--- src/rtl/mult_iter.sv ---
// Iterative radix-2 shift-add multiplier, signed or unsigned; result in z with a one-cycle ready pulse.
// Latency WIDTH+1 edges from accept to ready; start is ignored while busy, and back-to-back issue is allowed on ready.
module mult_iter #(
  parameter int WIDTH = 32,
  parameter int CNT_W = 7
) (
  input  logic               clk,
  input  logic               reset,
  input  logic               start,
  input  logic               signed_mode,
  input  logic               clear,
  input  logic [WIDTH-1:0]   a,
  input  logic [WIDTH-1:0]   b,
  output logic               busy,
  output logic               ready,
  output logic [2*WIDTH-1:0] z
);

  typedef enum logic [1:0] {IDLE, CALC, SIGN, DONE} state_t;

  state_t             state;
  logic [WIDTH-1:0]   mcand;
  logic [WIDTH-1:0]   mplier;
  logic [WIDTH-1:0]   acc;
  logic               neg;
  logic [CNT_W-1:0]   cnt;

  logic [WIDTH-1:0]   a_mag;
  logic [WIDTH-1:0]   b_mag;
  logic [WIDTH-1:0]   addend;
  logic [WIDTH:0]     sum;
  logic [2*WIDTH-1:0] prod;

  always_comb begin
    // The most negative value negates to itself, which is already its correct unsigned magnitude.
    a_mag  = (signed_mode && a[WIDTH-1]) ? -a : a;
    b_mag  = (signed_mode && b[WIDTH-1]) ? -b : b;
    addend = mplier[0] ? mcand : '0;
    sum    = {1'b0, acc} + {1'b0, addend};
    prod   = {acc, mplier};
  end

  always_ff @(posedge clk or negedge reset) begin
    if (!reset) begin
      state  <= IDLE;
      busy   <= 1'b0;
      ready  <= 1'b0;
      z      <= '0;
      mcand  <= '0;
      mplier <= '0;
      acc    <= '0;
      neg    <= 1'b0;
      cnt    <= '0;
    end else if (clear) begin
      state <= IDLE;
      busy  <= 1'b0;
      ready <= 1'b0;
    end else begin
      case (state)
        IDLE, DONE: begin
          if (start) begin
            mcand  <= a_mag;
            mplier <= b_mag;
            acc    <= '0;
            cnt    <= '0;
            neg    <= signed_mode & (a[WIDTH-1] ^ b[WIDTH-1]);
            state  <= CALC;
            busy   <= 1'b1;
            ready  <= 1'b0;
          end else begin
            state <= IDLE;
            busy  <= 1'b0;
            ready <= 1'b0;
          end
        end
        CALC: begin
          // Shift {carry, acc, mplier} right; the consumed multiplier bit drops off the bottom.
          acc    <= sum[WIDTH:1];
          mplier <= {sum[0], mplier[WIDTH-1:1]};
          cnt    <= cnt + CNT_W'(1);
          if (cnt == CNT_W'(WIDTH - 1)) begin
            state <= SIGN;
          end
        end
        SIGN: begin
          z     <= neg ? -prod : prod;
          state <= DONE;
          busy  <= 1'b0;
          ready <= 1'b1;
        end
        default: begin
          state <= IDLE;
          busy  <= 1'b0;
          ready <= 1'b0;
        end
      endcase
    end
  end

endmodule

--- config.mk ---
export PLATFORM = sky130hd
export DESIGN_NAME = mult_iter
export DESIGN_NICKNAME = d
export VERILOG_FILES = /design/src/rtl/mult_iter.sv
export SDC_FILE = /design/constraint.sdc
export NUM_CORES = 1
export LEC_CHECK = 0
export CAP_MARGIN = 10
export CORE_MARGIN = 2
export CORE_UTILIZATION = 35
export DETAILED_ROUTE_END_ITERATION = 7
export PLACE_DENSITY_LB_ADDON = 0.1
export SYNTH_ARGS = -nofsm -noshare
export SYNTH_HDL_FRONTEND = slang
export SYNTH_SLANG_ARGS = --single-unit
--- constraint.sdc ---
create_clock -name clk -period 8.1 [get_ports clk]
set_input_delay 1.62 -clock clk [delete_from_list [all_inputs] [get_ports clk]]
set_output_delay 1.62 -clock clk [all_outputs]
set_load 0.01 [all_outputs]
==> metrics.md, run 1 <==
| Metric | Value |
|---|---|
| Post-synth EDFFs | `0` |
| Endpoints failing hold | `0` |
| Worst Tran Pin Value | `roughly 860 ps` |
| Cts bufs inserted | `17` |
| Crit path DAT | `approximately 4200 ps` |
| Outcome | `complete, no violations` |
| Leak | `5.53 nW` |
| PortBufs | `134` |
| Max Clock Skew | `13.7 ps` |
| Warnings, synthesis | `0` |
| Gpl congestion | `0.844` |
| Final Critical Period | `3900 ps` |
| Reg-to-reg slack, setup | `between 4000 and 5000 ps` |
| Router iterations before antenna repair | `7` |
| Die height | `183 um` |
| Max_cap viols | `0` |
| CTS tree | `done` |
| Die Width | `183 um` |
| Root buffer cell | `clkbuf_16` |
| Final Non-Filler Cells | `1828` |
| RSZ-0062 raised after global routing | `false` |
| Tot GR Track Use | `0.192` |
| Final-stage net count | `1521` |
| Met2 routed WL | `14400 um` |
| Post-DP HPWL | `23700 um` |
| Clock slew at reported path FFs | `70 ps` |
| Syn Area/Cell | `8.43 um^2` |
| Count of boundary I/O pins | `between 100 and 150` |
| Synth Cell Area | `between 0.01 and 0.015 mm^2` |
| Yosys top cell area share | `0.385` |
| Relative slew slack | `0.423` |
| Commonest non-fill, non-tap cell in the layout | `nand2_1` |
| Achievable Freq | `around 0.26 GHz` |
| Vias in the first global route | `9228` |
| Post-Route WL | `32100 um` |
| Placed insts | `~1800` |
| Cell taking the most area after synthesis | `dfrtp_1` |
| Clock buffer depth | `2` |
| Final setup violation count | `0` |
| Via count | `9788` |
| Vias/cell | `5.35` |
| N_diodes | `0` |
| Syn-to-layout area delta | `20.0%` |
| Max Used Layer | `met4` |
| Worst endpoint required time | `8400 ps` |
| Core area | `~0.032 mm^2` |
| Antenna Violating Nets Remaining | `0` |
| Area contributors post-synth | `dfrtp_1 (38%), xor2_1 (7.7%), o21ai_0 (7.1%)` |
| Met3 wire len | `1220 um` |
| WL/cell | `17.6 um` |
| Max IR drop VDD | `0.165 mV` |
| Commonest non-fill, non-tap cells in the layout | `nand2_1 (196), dfrtp_1 (172), o21ai_0 (159)` |
| Post-Syn Nets | `~1400` |
| Global-route wire length before repair | `roughly 51000 um` |
| Num rows | `65` |
| Cells after synthesis | `~1300` |
| Worst skew pair latency | `450 ps` |
| TritonCTS Sinks | `172` |
| Setup TNS | `0 ps` |
| Worst Path Max Fanout | `6` |
| Post-CTS Setup Bufs | `0` |
| Critical path class | `in -> reg` |
| Remaining routing DRC violations | `0` |
| Distinct cells, synth | `67` |
| Initial antenna violation count | `0` |
| GR Overflow Total | `0` |
| Cell Pwr Density | `318 mW/mm^2` |
| Post-route clock period utilization | `0.481` |
| CP Capture Type | `register` |
| Cells resized by post-CTS repair | `0` |
| Starting Density | `0.355` |
| DRT iter0 DRCs | `623` |
| Synth Flop Type | `dfrtp_1` |
| Crit path launch type | `primary input` |
| Worst hold path class | `reg -> reg` |
| Hold-fix buffers, CTS | `0` |
| H-tree depth | `4` |
| WL met1 | `about 16000 um` |
| Die ar. | `0.0334 mm^2` |
| Largest net degree at the start of global routing | `97` |
| Post-synthesis sequential area ratio | `0.385` |
| Post-synth ARST share | `1.00` |
| Slew Limit Fails | `0` |
| Share of cells above drive strength 1 | `0.0491` |
| Register bit total from synthesis | `172` |
==> cell families (layout without fill, tap and decap cells) <==
| group | Yosys count | after routing | synth area share |
|---|---|---|---|
| AOI/OAI and AO/OA | 407 | 407 | 0.222 |
| xor gates and xnor gates | 146 | 146 | 0.114 |
| and+or+nand+nor | 453 | 453 | 0.196 |
| buffers and inverters | 108 | 206 | 0.0369 |
| adders and majority gates | 39 | 39 | 0.0443 |
| DFF | 172 | 172 | 0.385 |
| muxes | 3 | 3 | 0.00268 |
==> path summary, 6_finish.rpt <==
check	startpoint	end	cells after the start
min in group asynchronous	reset	z[51]$_DFFE_PN0P_	1
worst max register to register	mplier[0]$_DFFE_PN0P_	acc[25]$_DFFE_PN0P_	12
worst min register to register	mcand[27]$_DFFE_PN0P_	mcand[27]$_DFFE_PN0P_	2
worst max-delay path	b[8]	mplier[25]$_DFFE_PN0P_	7
max in group asynchronous	reset	z[37]$_DFFE_PN0P_	2
worst min-delay path	mcand[27]$_DFFE_PN0P_	mcand[27]$_DFFE_PN0P_	2
==> Yosys cell counts, types with 28 or more instances <==
cell      instances
o22ai_1          28
nor2_1           75
a21oi_1          81
clkbuf_1         75
o31ai_1          32
and2_1           34
o21ai_0         159
xnor2_1          47
nand2_1         196
inv_1            28
ha_1             38
xor2_1           99
dfrtp_1         172
==> critical path, cell delays in order <==
cell and delay (ps):
clkdlybuf4s50_1 470, or4_1 580, nor3_1 500, nand4_1 400
o31ai_1 360, xor2_1 170, o22ai_1 90
==> power by group <==
part | total (mW) | internal (mW) | switching (mW)
logic | 1.91 | 0.811 | 1.10
clock network | 0.853 | 0.481 | 0.372
registers | 1.51 | 1.19 | 0.317
==> flip-flops by register name, summed over array words and instances, names as in the netlist <==
signal and cells:
acc 32, busy 1, cnt 7, mcand 32, mplier 32, neg 1, ready 1, state 2
z 64
==> stage by stage <==
stage               instance area [um^2]  worst slack (ps)  power, mW  hold slack, ps   util
finish                             13400              4200       4.27             473  0.426
global route                       13400              4020       4.60             496  0.426
CTS                                13400              4270       4.31             482  0.426
detailed placement                 12800              3810       3.45             466  0.407
global placement                   12800              3800       3.43             456  0.407
floorplan                          11200              4540       2.68             442      -
==> metal layers <==
metal  vias up  track usage
li1       4911            -
met1      4650        0.281
met2       203        0.303
met3        24       0.0256
met4         0       0.0461
met5         -            0
==> area by class of cell <==
class                   instances  area, um^2
flip-flops and latches        172        4300
fillers                      3221       18100
multi-input cells            1048        6490
clock buffers                  20         467
clock inverters                12         136
inverters                      29         109
repair buffers                145        1430
well taps                     402         503
Power figures use the tool's default switching activity.
==> run 2: changes to the inputs <==
Clock period 8.1 ns to 3.2 ns, I/O delays scaled along.
==> run 2 against run 1 <==
Non-clock buffer count increased by 70. Sequential power grew to 2.5 times the previous value. First-iteration DRC count up 9.0%. Hold slack worse by 260 ps. Via count increased by 2.2%. Cell count grew 3.8%. Count of clock-buffer cells in the layout rose by 2. Global-route usage rose by 0.55 points. Sequential share of layout area fell by 1.4 points. Flip-flop and latch count stayed put. Clock skew about the same. Critical path depth up 6.
==> metrics.md, run 2 (synthesis results as in run 1) <==
| Metric | Value |
|---|---|
| GR Overflow Total | `0` |
| Worst Path Max Fanout | `12` |
| Share of cells above drive strength 1 | `0.0936` |
| Leak | `about 6 nW` |
| Final Critical Period | `3030 ps` |
| Crit path DAT | `3410 ps` |
| Max_cap viols | `0` |
| Die ar. | `0.0334 mm^2` |
| Hold-fix buffers, CTS | `0` |
| Core area | `0.0316 mm^2` |
| Antenna Violating Nets Remaining | `0` |
| RSZ-0062 raised after global routing | `true` |
| Cells resized by post-CTS repair | `0` |
| Max IR drop VDD | `0.506 mV` |
| Worst endpoint required time | `about 3600 ps` |
| Slew Limit Fails | `0` |
| Gpl congestion | `0.860` |
| R2r worst-path depth | `13` |
| Largest net degree at the start of global routing | `78` |
| Cell Pwr Density | `approximately 800 mW/mm^2` |
| Tot GR Track Use | `0.198` |
| Syn-to-layout area delta | `25.6%` |
| Post-Route WL | `32700 um` |
| Critical path class | `reg -> reg` |
| Commonest non-fill, non-tap cell in the layout | `nand2_1` |
| Worst Tran Pin Value | `708 ps` |
| Relative slew slack | `0.524` |
| Initial antenna violation count | `0` |
| Clock buffer depth | `2` |
| TritonCTS Sinks | `172` |
| Vias/cell | `5.27` |
| CTS tree | `done` |
| Endpoints failing hold | `0` |
| Remaining routing DRC violations | `0` |
| Via count | `10000` |
| Commonest non-fill, non-tap cells in the layout | `nand2_1 (196), dfrtp_1 (171), o21ai_0 (159)` |
| Count of boundary I/O pins | `roughly 140` |
| Achievable Freq | `0.330 GHz` |
| Post-route clock period utilization | `0.948` |
| Post-route design area | `around 0.014 mm^2` |
| CP Capture Type | `register` |
| Num rows | `65` |
| Outcome | `complete, no violations` |
| Clock slew at reported path FFs | `70 ps` |
| Max Clock Skew | `13.9 ps` |
| Post-DP HPWL | `25000 um` |
| Reg-to-reg slack, setup | `170 ps` |
| DRT iter0 DRCs | `between 600 and 700` |
| H-tree depth | `4` |
| WL/cell | `17.3 um` |
| Root buffer cell | `clkbuf_16` |
| Cts bufs inserted | `17` |
| Router iterations before antenna repair | `7` |
| Reg-to-Reg Start | `mplier[0]$_DFFE_PN0P_` |
| Worst hold path class | `in -> async` |
| Total power | `roughly 11 mW` |
| Die Width | `approximately 180 um` |
| Dpl cell area | `approximately 0.013 mm^2` |
| Crit Reg-Reg Endpoint | `acc[23]$_DFFE_PN0P_` |
| Global-route wire length before repair | `52300 um` |
| Crit path launch type | `register` |
| Final setup violation count | `0` |
| N_diodes | `0` |
| Worst skew pair latency | `440 ps` |
| Final-stage net count | `1591` |
| Layout fillers | `3132` |
| Post-CTS Setup Bufs | `0` |
| PortBufs | `134` |
| Starting Density | `0.355` |
| Reg with most FFs | `z` |
| Max reg flops | `64` |
| Die height | `approximately 180 um` |
| Vias in the first global route | `9620` |
run 2: report_power, final:
| part | leakage [nW] | switching, mW | internal, mW | total, mW |
|---|---|---|---|---|
| registers | 2.19 | 0.783 | 3.02 | 3.80 |
| logic | 3.42 | 2.87 | 2.28 | 5.15 |
| clock network | 0.306 | 0.901 | 1.39 | 2.29 |
run 2: worst max-delay path, stage by stage, from the launching register on:
cell	delay, ps
dfrtp_2	450
and2_1	150
ha_1	160
inv_1	60
fa_1	380
nand2b_1	170
a21oi_1	210
o2bb2ai_1	180
o311ai_2	270
buf_4	190
a2111oi_0	90
buf_4	170
or4_1	390
nand3_1	90
run 2: how the worst max path moves through the flow:
stage,start,slack [ps],to,cells after the start
after floorplan,mplier[0]$_DFFE_PN0P_,100,acc[25]$_DFFE_PN0P_,13
after global placement,b[2],120,mplier[25]$_DFFE_PN0P_,8
after detailed placement,mplier[0]$_DFFE_PN0P_,100,acc[23]$_DFFE_PN0P_,13
after CTS,mplier[0]$_DFFE_PN0P_,60,acc[23]$_DFFE_PN0P_,13
after global routing,mplier[0]$_DFFE_PN0P_,-10,acc[23]$_DFFE_PN0P_,13
final,mplier[0]$_DFFE_PN0P_,170,acc[23]$_DFFE_PN0P_,13
run 2: per-stage QoR:
step	hold WS, ps	TNS (ps)	cells	setup WS (ps)	utilization
2_1_floorplan	344	0	1328	98.8	-
3_3_place_gp	453	0	1866	120	0.425
3_5_place_dp	465	0	1866	102	0.425
4_1_cts	228	0	1897	58.0	0.445
5_1_grt	258	-13.8	1897	-13.8	0.445
6_report	212	0	1897	168	0.445
run 2: routing by layer:
metal	track usage	wire, um
met1	0.283	16000
met2	0.312	14700
met3	0.0298	1540
met4	0.0550	520
met5	0	0
run 2: final cells by class:
class	instances	area (um^2)	share of cell area
Timing Repair Buffer	215	2000	0.142
Clock inverter	9	159	0.0113
Clock buffer	22	484	0.0344
Inverter	29	109	0.00774
Multi-Input combinational cell	1048	6490	0.462
Sequential cell	172	4310	0.306
Tap cell	402	503	0.0358
==> run 3: changes to the inputs <==
Settings changed: CTS_CLUSTER_SIZE set to 24, GPL_ROUTABILITY_DRIVEN set to 0.
==> results of run 3 <==
No change in the layout: final DEF, timing and power equal those of run 2.
